**src/rtl/alu_pkg.sv**
```systemverilog
// Shared types for the ALU operand path: operand bundle, ALU control encoding
// and the occupancy states of the operand buffer.
package alu_pkg;

  localparam int WIDTH = 64;
  localparam int OPW   = 3;

  typedef enum logic [2:0] {
    ALU_PASS_B = 3'b000,
    ALU_ADD    = 3'b010,
    ALU_SUB    = 3'b011,
    ALU_AND    = 3'b100,
    ALU_OR     = 3'b101,
    ALU_XOR    = 3'b110
  } alu_op_t;

  typedef struct packed {
    logic [63:0] a;
    logic [63:0] b;
    alu_op_t     op;
  } alu_operands_t;

  // State value doubles as the occupancy count.
  typedef enum logic [1:0] {
    EMPTY = 2'd0,
    ONE   = 2'd1,
    FULL  = 2'd2
  } occ_state_t;

endpackage

```
**src/rtl/operand_slot.sv**
```systemverilog
// One operand-set storage register with load enable.
module operand_slot
  import alu_pkg::*;
(
  input  logic          clk,
  input  logic          reset,
  input  logic          load,
  input  alu_operands_t d,
  output alu_operands_t q
);

  always_ff @(posedge clk or posedge reset) begin
    if (reset) begin
      q <= '{a: '0, b: '0, op: ALU_PASS_B};
    end else if (load) begin
      q <= d;
    end
  end

endmodule

```
**src/rtl/alu_operand_buffer.sv**
```systemverilog
// Two-entry elastic buffer between operand select and the ALU; slot 0 is the
// head, slot 1 the tail. Outputs come straight from the slot 0 register.
//
// state | meaning
// EMPTY | no entries, out_valid low
// ONE   | head valid in slot 0
// FULL  | slot 0 head, slot 1 tail, in_ready low
module alu_operand_buffer
  import alu_pkg::*;
(
  input  logic             clk,
  input  logic             reset,
  input  logic             flush,
  input  logic             in_valid,
  output logic             in_ready,
  input  logic [WIDTH-1:0] in_a,
  input  logic [WIDTH-1:0] in_b,
  input  logic [OPW-1:0]   in_op,
  output logic             out_valid,
  input  logic             out_ready,
  output logic [WIDTH-1:0] out_a,
  output logic [WIDTH-1:0] out_b,
  output logic [OPW-1:0]   out_op,
  output logic [1:0]       count
);

  occ_state_t    state_q, state_d;
  alu_operands_t in_set, slot0_d, slot0_q, slot1_q;
  logic          push, pop;
  logic          ld0, ld1, shift;

  assign in_set  = '{a: in_a, b: in_b, op: alu_op_t'(in_op)};
  assign push    = in_valid & in_ready;
  assign pop     = out_valid & out_ready;
  assign slot0_d = shift ? slot1_q : in_set;

  always_ff @(posedge clk or posedge reset) begin
    if (reset) begin
      state_q <= EMPTY;
    end else begin
      state_q <= state_d;
    end
  end

  always_comb begin
    state_d = state_q;
    if (flush) begin
      state_d = EMPTY;
    end else begin
      case (state_q)
        EMPTY: if (push) state_d = ONE;
        ONE: begin
          if (push && !pop)      state_d = FULL;
          else if (pop && !push) state_d = EMPTY;
        end
        FULL:    if (pop) state_d = ONE;
        default: state_d = EMPTY;
      endcase
    end
  end

  // Flush suppresses all loads so a squashed push never reaches a slot.
  always_comb begin
    in_ready  = (state_q != FULL);
    out_valid = (state_q != EMPTY);
    ld0       = 1'b0;
    ld1       = 1'b0;
    shift     = 1'b0;
    if (!flush) begin
      case (state_q)
        EMPTY: ld0 = push;
        ONE: begin
          ld0 = push & pop;
          ld1 = push & ~pop;
        end
        FULL: begin
          ld0   = pop;
          shift = pop;
        end
        default: ;
      endcase
    end
  end

  operand_slot u_slot0 (
    .clk   (clk),
    .reset (reset),
    .load  (ld0),
    .d     (slot0_d),
    .q     (slot0_q)
  );

  operand_slot u_slot1 (
    .clk   (clk),
    .reset (reset),
    .load  (ld1),
    .d     (in_set),
    .q     (slot1_q)
  );

  assign out_a  = slot0_q.a;
  assign out_b  = slot0_q.b;
  assign out_op = slot0_q.op;
  assign count  = state_q;

endmodule

```
**config.mk**
```make
export PLATFORM = sky130hd
export DESIGN_NAME = alu_operand_buffer
export DESIGN_NICKNAME = d
export VERILOG_FILES = /design/src/rtl/alu_pkg.sv /design/src/rtl/operand_slot.sv /design/src/rtl/alu_operand_buffer.sv
export SDC_FILE = /design/constraint.sdc
export NUM_CORES = 1
export LEC_CHECK = 0
export BUFFER_PORTS_ARGS = -buffer_cell sky130_fd_sc_hd__buf_2
export CORE_ASPECT_RATIO = 1.25
export CORE_MARGIN = 1
export CORE_UTILIZATION = 54
export CTS_CLUSTER_DIAMETER = 30
export DETAILED_ROUTE_END_ITERATION = 8
export HOLD_SLACK_MARGIN = 0.08
export PLACE_DENSITY = 0.8
export SYNTH_ARGS = -nofsm -noshare
export SYNTH_HDL_FRONTEND = slang
export SYNTH_SLANG_ARGS = --single-unit
```
**constraint.sdc**
```tcl
create_clock -name clk -period 10.2 [get_ports clk]
set_input_delay 1.53 -clock clk [delete_from_list [all_inputs] [get_ports clk]]
set_output_delay 1.53 -clock clk [all_outputs]
set_load 0.01 [all_outputs]
```
## After elaboration in Yosys (flattened, before gate mapping)

Cells that the tools add are included.

| operators by class | value |
|---|---|
| eq/ne operators | 6 |
| reduce and logical (&&, ||, !) cells | 7 |
| muxes and demuxes | 13 |
| bitwise logic cells | 5 |

Operators by type and width:

| cell | number |
|---|---|
| $mux W131 | 1 |
| $mux W2 | 5 |
| $ne A3 B3 Y1 const B | 2 |
| $pmux W2 S3 | 1 |
| $mux W1 | 5 |
| $and A1 B1 Y1 | 4 |
| $ne A4 B4 Y1 const B | 1 |
| $pmux W1 S3 | 1 |
| $reduce_and A3 Y1 | 1 |
| $eq A2 B1 Y1 const B | 1 |
| $eq A2 B2 Y1 const B | 1 |
| $logic_and A1 B1 Y1 | 2 |
| $logic_not A1 Y1 | 2 |
| $logic_not A2 Y1 | 1 |
| $ne A2 B2 Y1 const B | 1 |
| $reduce_bool A2 Y1 | 1 |
| $not A1 Y1 | 1 |

| storage, ports and cells | value |
|---|---|
| output and inout port bits | 135 |
| flip-flop bits (word level) | 264 |
| word-level logic and storage cells | 38 |

## Depth between registers and ports, before layout

| depth | value |
|---|---|
| word-level depth | 8 |
| depth in mapped cells | 7 |
| depth with buffers taken out | 5 |

## Cells and area by module

Synthesis repeated with hierarchy kept, for this count alone.

| unflattened totals | value |
|---|---|
| cell total of the unflattened synthesis | 717 |
| area total of the unflattened synthesis | 12233.0 um^2 |

Modules (own cells, without submodules):

| module | cells each | instances | sequential area each (um^2) | area each (um^2) |
|---|---|---|---|---|
| operand_slot | 278 | 2 | 3278.1 | 5242.5 |
| alu_operand_buffer | 161 | 1 | 50.0 | 1747.9 |

## Worst setup path after synthesis

OpenSTA, ideal clock, no wires.

| timing | value |
|---|---|
| path type | input -> register |
| start | in flush |
| end | reg u_slot0.q[100] (netlist name) |
| data required time | 10075 ps |
| slack | 7322 ps |
| cell stages on the path | 6 |
| arrival | 2754 ps |
| setup time | 125 ps |
| cells stage by stage | nand2b_1 -> nor2_2 -> buf_6 -> buf_2 -> mux2_1 -> mux2_2 |

| between the ends | value |
|---|---|
| cells in the longest elaborated chain, start to end | 2 |
| elaborated cells between the ends (all ways) | 3 |

Ends and longest elaborated chain:

| item | RTL line | text |
|---|---|---|
| from (decl) | alu_operand_buffer.sv:13 | `input logic flush,` |
| $mux W1 | alu_operand_buffer.sv:69 | `if (!flush) begin` |
| $mux W131 | alu_operand_buffer.sv:35 | `assign slot0_d = shift ? slot1_q : in_set;` |
| to (signal assigned) | operand_slot.sv:14 | `q <= '{a: '0, b: '0, op: ALU_PASS_B};` |
| to (decl) | operand_slot.sv:9 | `output alu_operands_t q` |

Several ways; a longest one is shown, not always the timed one.
A chain may end at the register's enable or synchronous reset.

## Final worst setup path

| timing | value |
|---|---|
| start | in flush |
| end | reg u_slot0.q[97] (netlist name) |

The elaborated chain is that of the path after synthesis.

==> reports/qor.yml <==
layout:
  final_core_util: 0.704
  fin_cells: 1308
  num-nets-final: 1136
  design_area_um2: 14600
  drive_gt1_frac: 0.641
  area_delta_synth_final_pct: 28.2
  fill_cells: 1411
worst_setup_path:
  worst_setup_path_start_kind: "input port"
  cp_data_arrival_time_ns: 4.26
  slowest_stage: "buf_4"
  worst-path-buf-inv: 3
  crit_chain: "buf_2 -> nand2b_1 -> nor2_4 -> buf_4 -> buf_4 -> mux2_2 -> mux2_2"
  end_kind: "flip-flop"
  critPathKind: "input port to flip-flop"
  worstPathMaxFanout: 67
  path_delay_family: "buffers and inverters"
  crit_path_max_incr_delay_ns: 0.89
  critPathRequiredTime_ns: 10.58
grt:
  grt_max_degree: 131
  grt_pass1_wl_mm: 37.5
  antenna_found_initial: 2
  grt_usage: 0.218
  overflow: 0
  grt_pass1_vias: 7403
clocking:
  ctsHtreeMaxLevel: 2
  max-clock-path-buffers: 3
  cts_tree: "done"
  cts_hold_buffers: 0
  cts_setup_buffers: 0
  clock_sinks: 264
  root_buffer: "clkbuf_16"
  clkTransAtPathRegs_ns: 0.04
  cts.repair.resized: 0
  clk-insertion-delay-late_ns: 0.51
  cts_buffers: 45
sta:
  fin_hold_ws_ns: 0.496
  final_hold_viol_count: 0
  period_needed_ns: 3.89
  rsz0062_at_grt: "no"
  worst_slew_pin_slew_ns: 0.996
  finalSetupViolations: 0
  setup_tns_ns: 0
  slew_violations: 0
  finClkSkew_ns: 0.00852
  fin_crit_sh: 0.381
  worst_slack_ns: 6.31
  max_clock_freq_mhz: 257
  slew_headroom: 0.336
placement:
  gp_congestion: 0.756
  postPlaceCellArea_um2: 12900
  pre_cts_ws_ns: 5.74
  hpwl_mm: 14.4
  placed_cells: 1227
  io_buffer_count: 270
synth:
  syn_area_per_cell_um2: 15.9
  syn_area_um2: 11400
  syn_nets: 854
  synth_cell_type_count: 22
  ys.warnings.count: 0
  synth-seq-cells: 264
  yosysSeqAreaShare: 0.580
  synthCells: 718
power:
  p_clk_frac: 0.456
  p_switching_uw: 847
  vdd_drop_max_mv: 0.168
  power_frac_comb: 0.151
  p_leak_nw: 6.78
  power_frac_seq: 0.393
  p_sw_frac: 0.234
  p_per_area_nw_per_um2: 248
  p_int_mw: 2.78
  finalPower_mw: 3.63
die:
  die_area_um2: 21700
  start_util: 0.549
  core_um2: 20700
  rows: 59
  io_pins: 271
  die_h_um: 164
  die_width_um: 132
route:
  viasPerCell: 5.32
  vias: 6957
  routedWlPerCell_um: 17.7
  drtAntennaViolNets: 0
  routed_wl_mm: 23.1
  drc: 0
  drt_first_pass_iters: 4
  drtIter0Drc: 265
worst_hold_path:
  hold_path.class: "flip-flop to flip-flop"
job:
  cap_violations: 0
run_status:
  status: "completed"
==> logic make-up (layout without fill, tap and decap cells) <==
kind of cell,after synthesis,in the layout,synth area share
other,0,2,0
muxes,394,394,0.390
buffers and inverters,44,358,0.0219
and+or+nand+nor,12,12,0.00560
DFF,264,264,0.580
AOI/OAI and AO/OA,4,4,0.00286
==> per-layer routing <==
metal | global-route usage | vias to the layer above | share of wire | wire length, um
li1 | - | 3166 | - | -
met1 | 0.261 | 3511 | 0.40 | 9250
met2 | 0.369 | 230 | 0.50 | 11500
met3 | 0.0664 | 50 | 0.073 | 1680
met4 | 0.0825 | 0 | 0.027 | 634
met5 | 0 | - | 0 | 0
==> state kept, by name (all words and copies together) (netlist names) <==
signal / flops
u_slot0.q: 131
u_slot1.q: 131
count: 2
==> cell type report <==
cell class | instances | area, um^2 | share of cell area
multi-input cells | 410 | 4560 | 0.312
well taps | 274 | 343 | 0.0235
clock buffers | 54 | 1200 | 0.0822
flip-flops and latches | 264 | 6610 | 0.453
repair buffers | 277 | 1400 | 0.0962
inverters | 2 | 15.0 | 0.00103
diodes | 2 | 5.00 | 0.000343
clock inverters | 25 | 465 | 0.0319
==> power by group through the flow <==
stage               logic, mW  clock network, mW  registers [mW]
finish                  0.549               1.65            1.42
global route            0.599               1.73            1.46
CTS                     0.559               1.68            1.42
detailed placement      0.555                  0            1.44
global placement        0.539                  0            1.42
floorplan               0.302                  0            1.47
==> placed cells by master (no fill, tap or decap), types with 3 or more instances in the layout <==
cell and count:
buf_2 270, buf_4 7, bufinv_16 13, clkbuf_1 5, clkbuf_16 45, clkbuf_8 4, clkinv_2 7, clkinvlp_4 3
dfrtp_1 264, mux2_1 90, mux2_2 303, nor2_1 5
==> cells in the mapped netlist <==
cell type,count,share of area
mux2_2,303,0.30
nand3_1,1,0.00044
a2bb2oi_2,1,0.0013
dfrtp_1,264,0.58
and2b_1,1,0.00066
clkbuf_4,1,0.00066
o21ai_0,1,0.00044
inv_1,1,0.00033
o21a_1,1,0.00066
buf_6,1,0.00099
nand2b_1,1,0.00055
buf_4,9,0.0059
buf_2,31,0.014
mux2i_1,1,0.00088
a21oi_1,1,0.00044
nor2b_2,1,0.00077
mux2_1,90,0.089
nor2_2,1,0.00055
inv_2,1,0.00033
nor3_1,1,0.00044
nor2_1,5,0.0016
or2_2,1,0.00055
==> path summary, 6_finish.rpt <==
path                              startpoint        endpoint  slack (ns)  depth (start not counted)
worst max-delay path                   flush   u_slot0.q[97]        6.31                          7
worst min-delay path            u_slot1.q[1]    u_slot1.q[1]        0.50                          1
worst max register to register      count[0]   u_slot0.q[97]        6.87                          7
worst min register to register  u_slot1.q[1]    u_slot1.q[1]        0.50                          1
max in group asynchronous              reset  u_slot0.q[102]        6.79                          4
min in group asynchronous              reset   u_slot0.q[62]        1.15                          2
No activity file was read; power rests on OpenSTA's default activity.
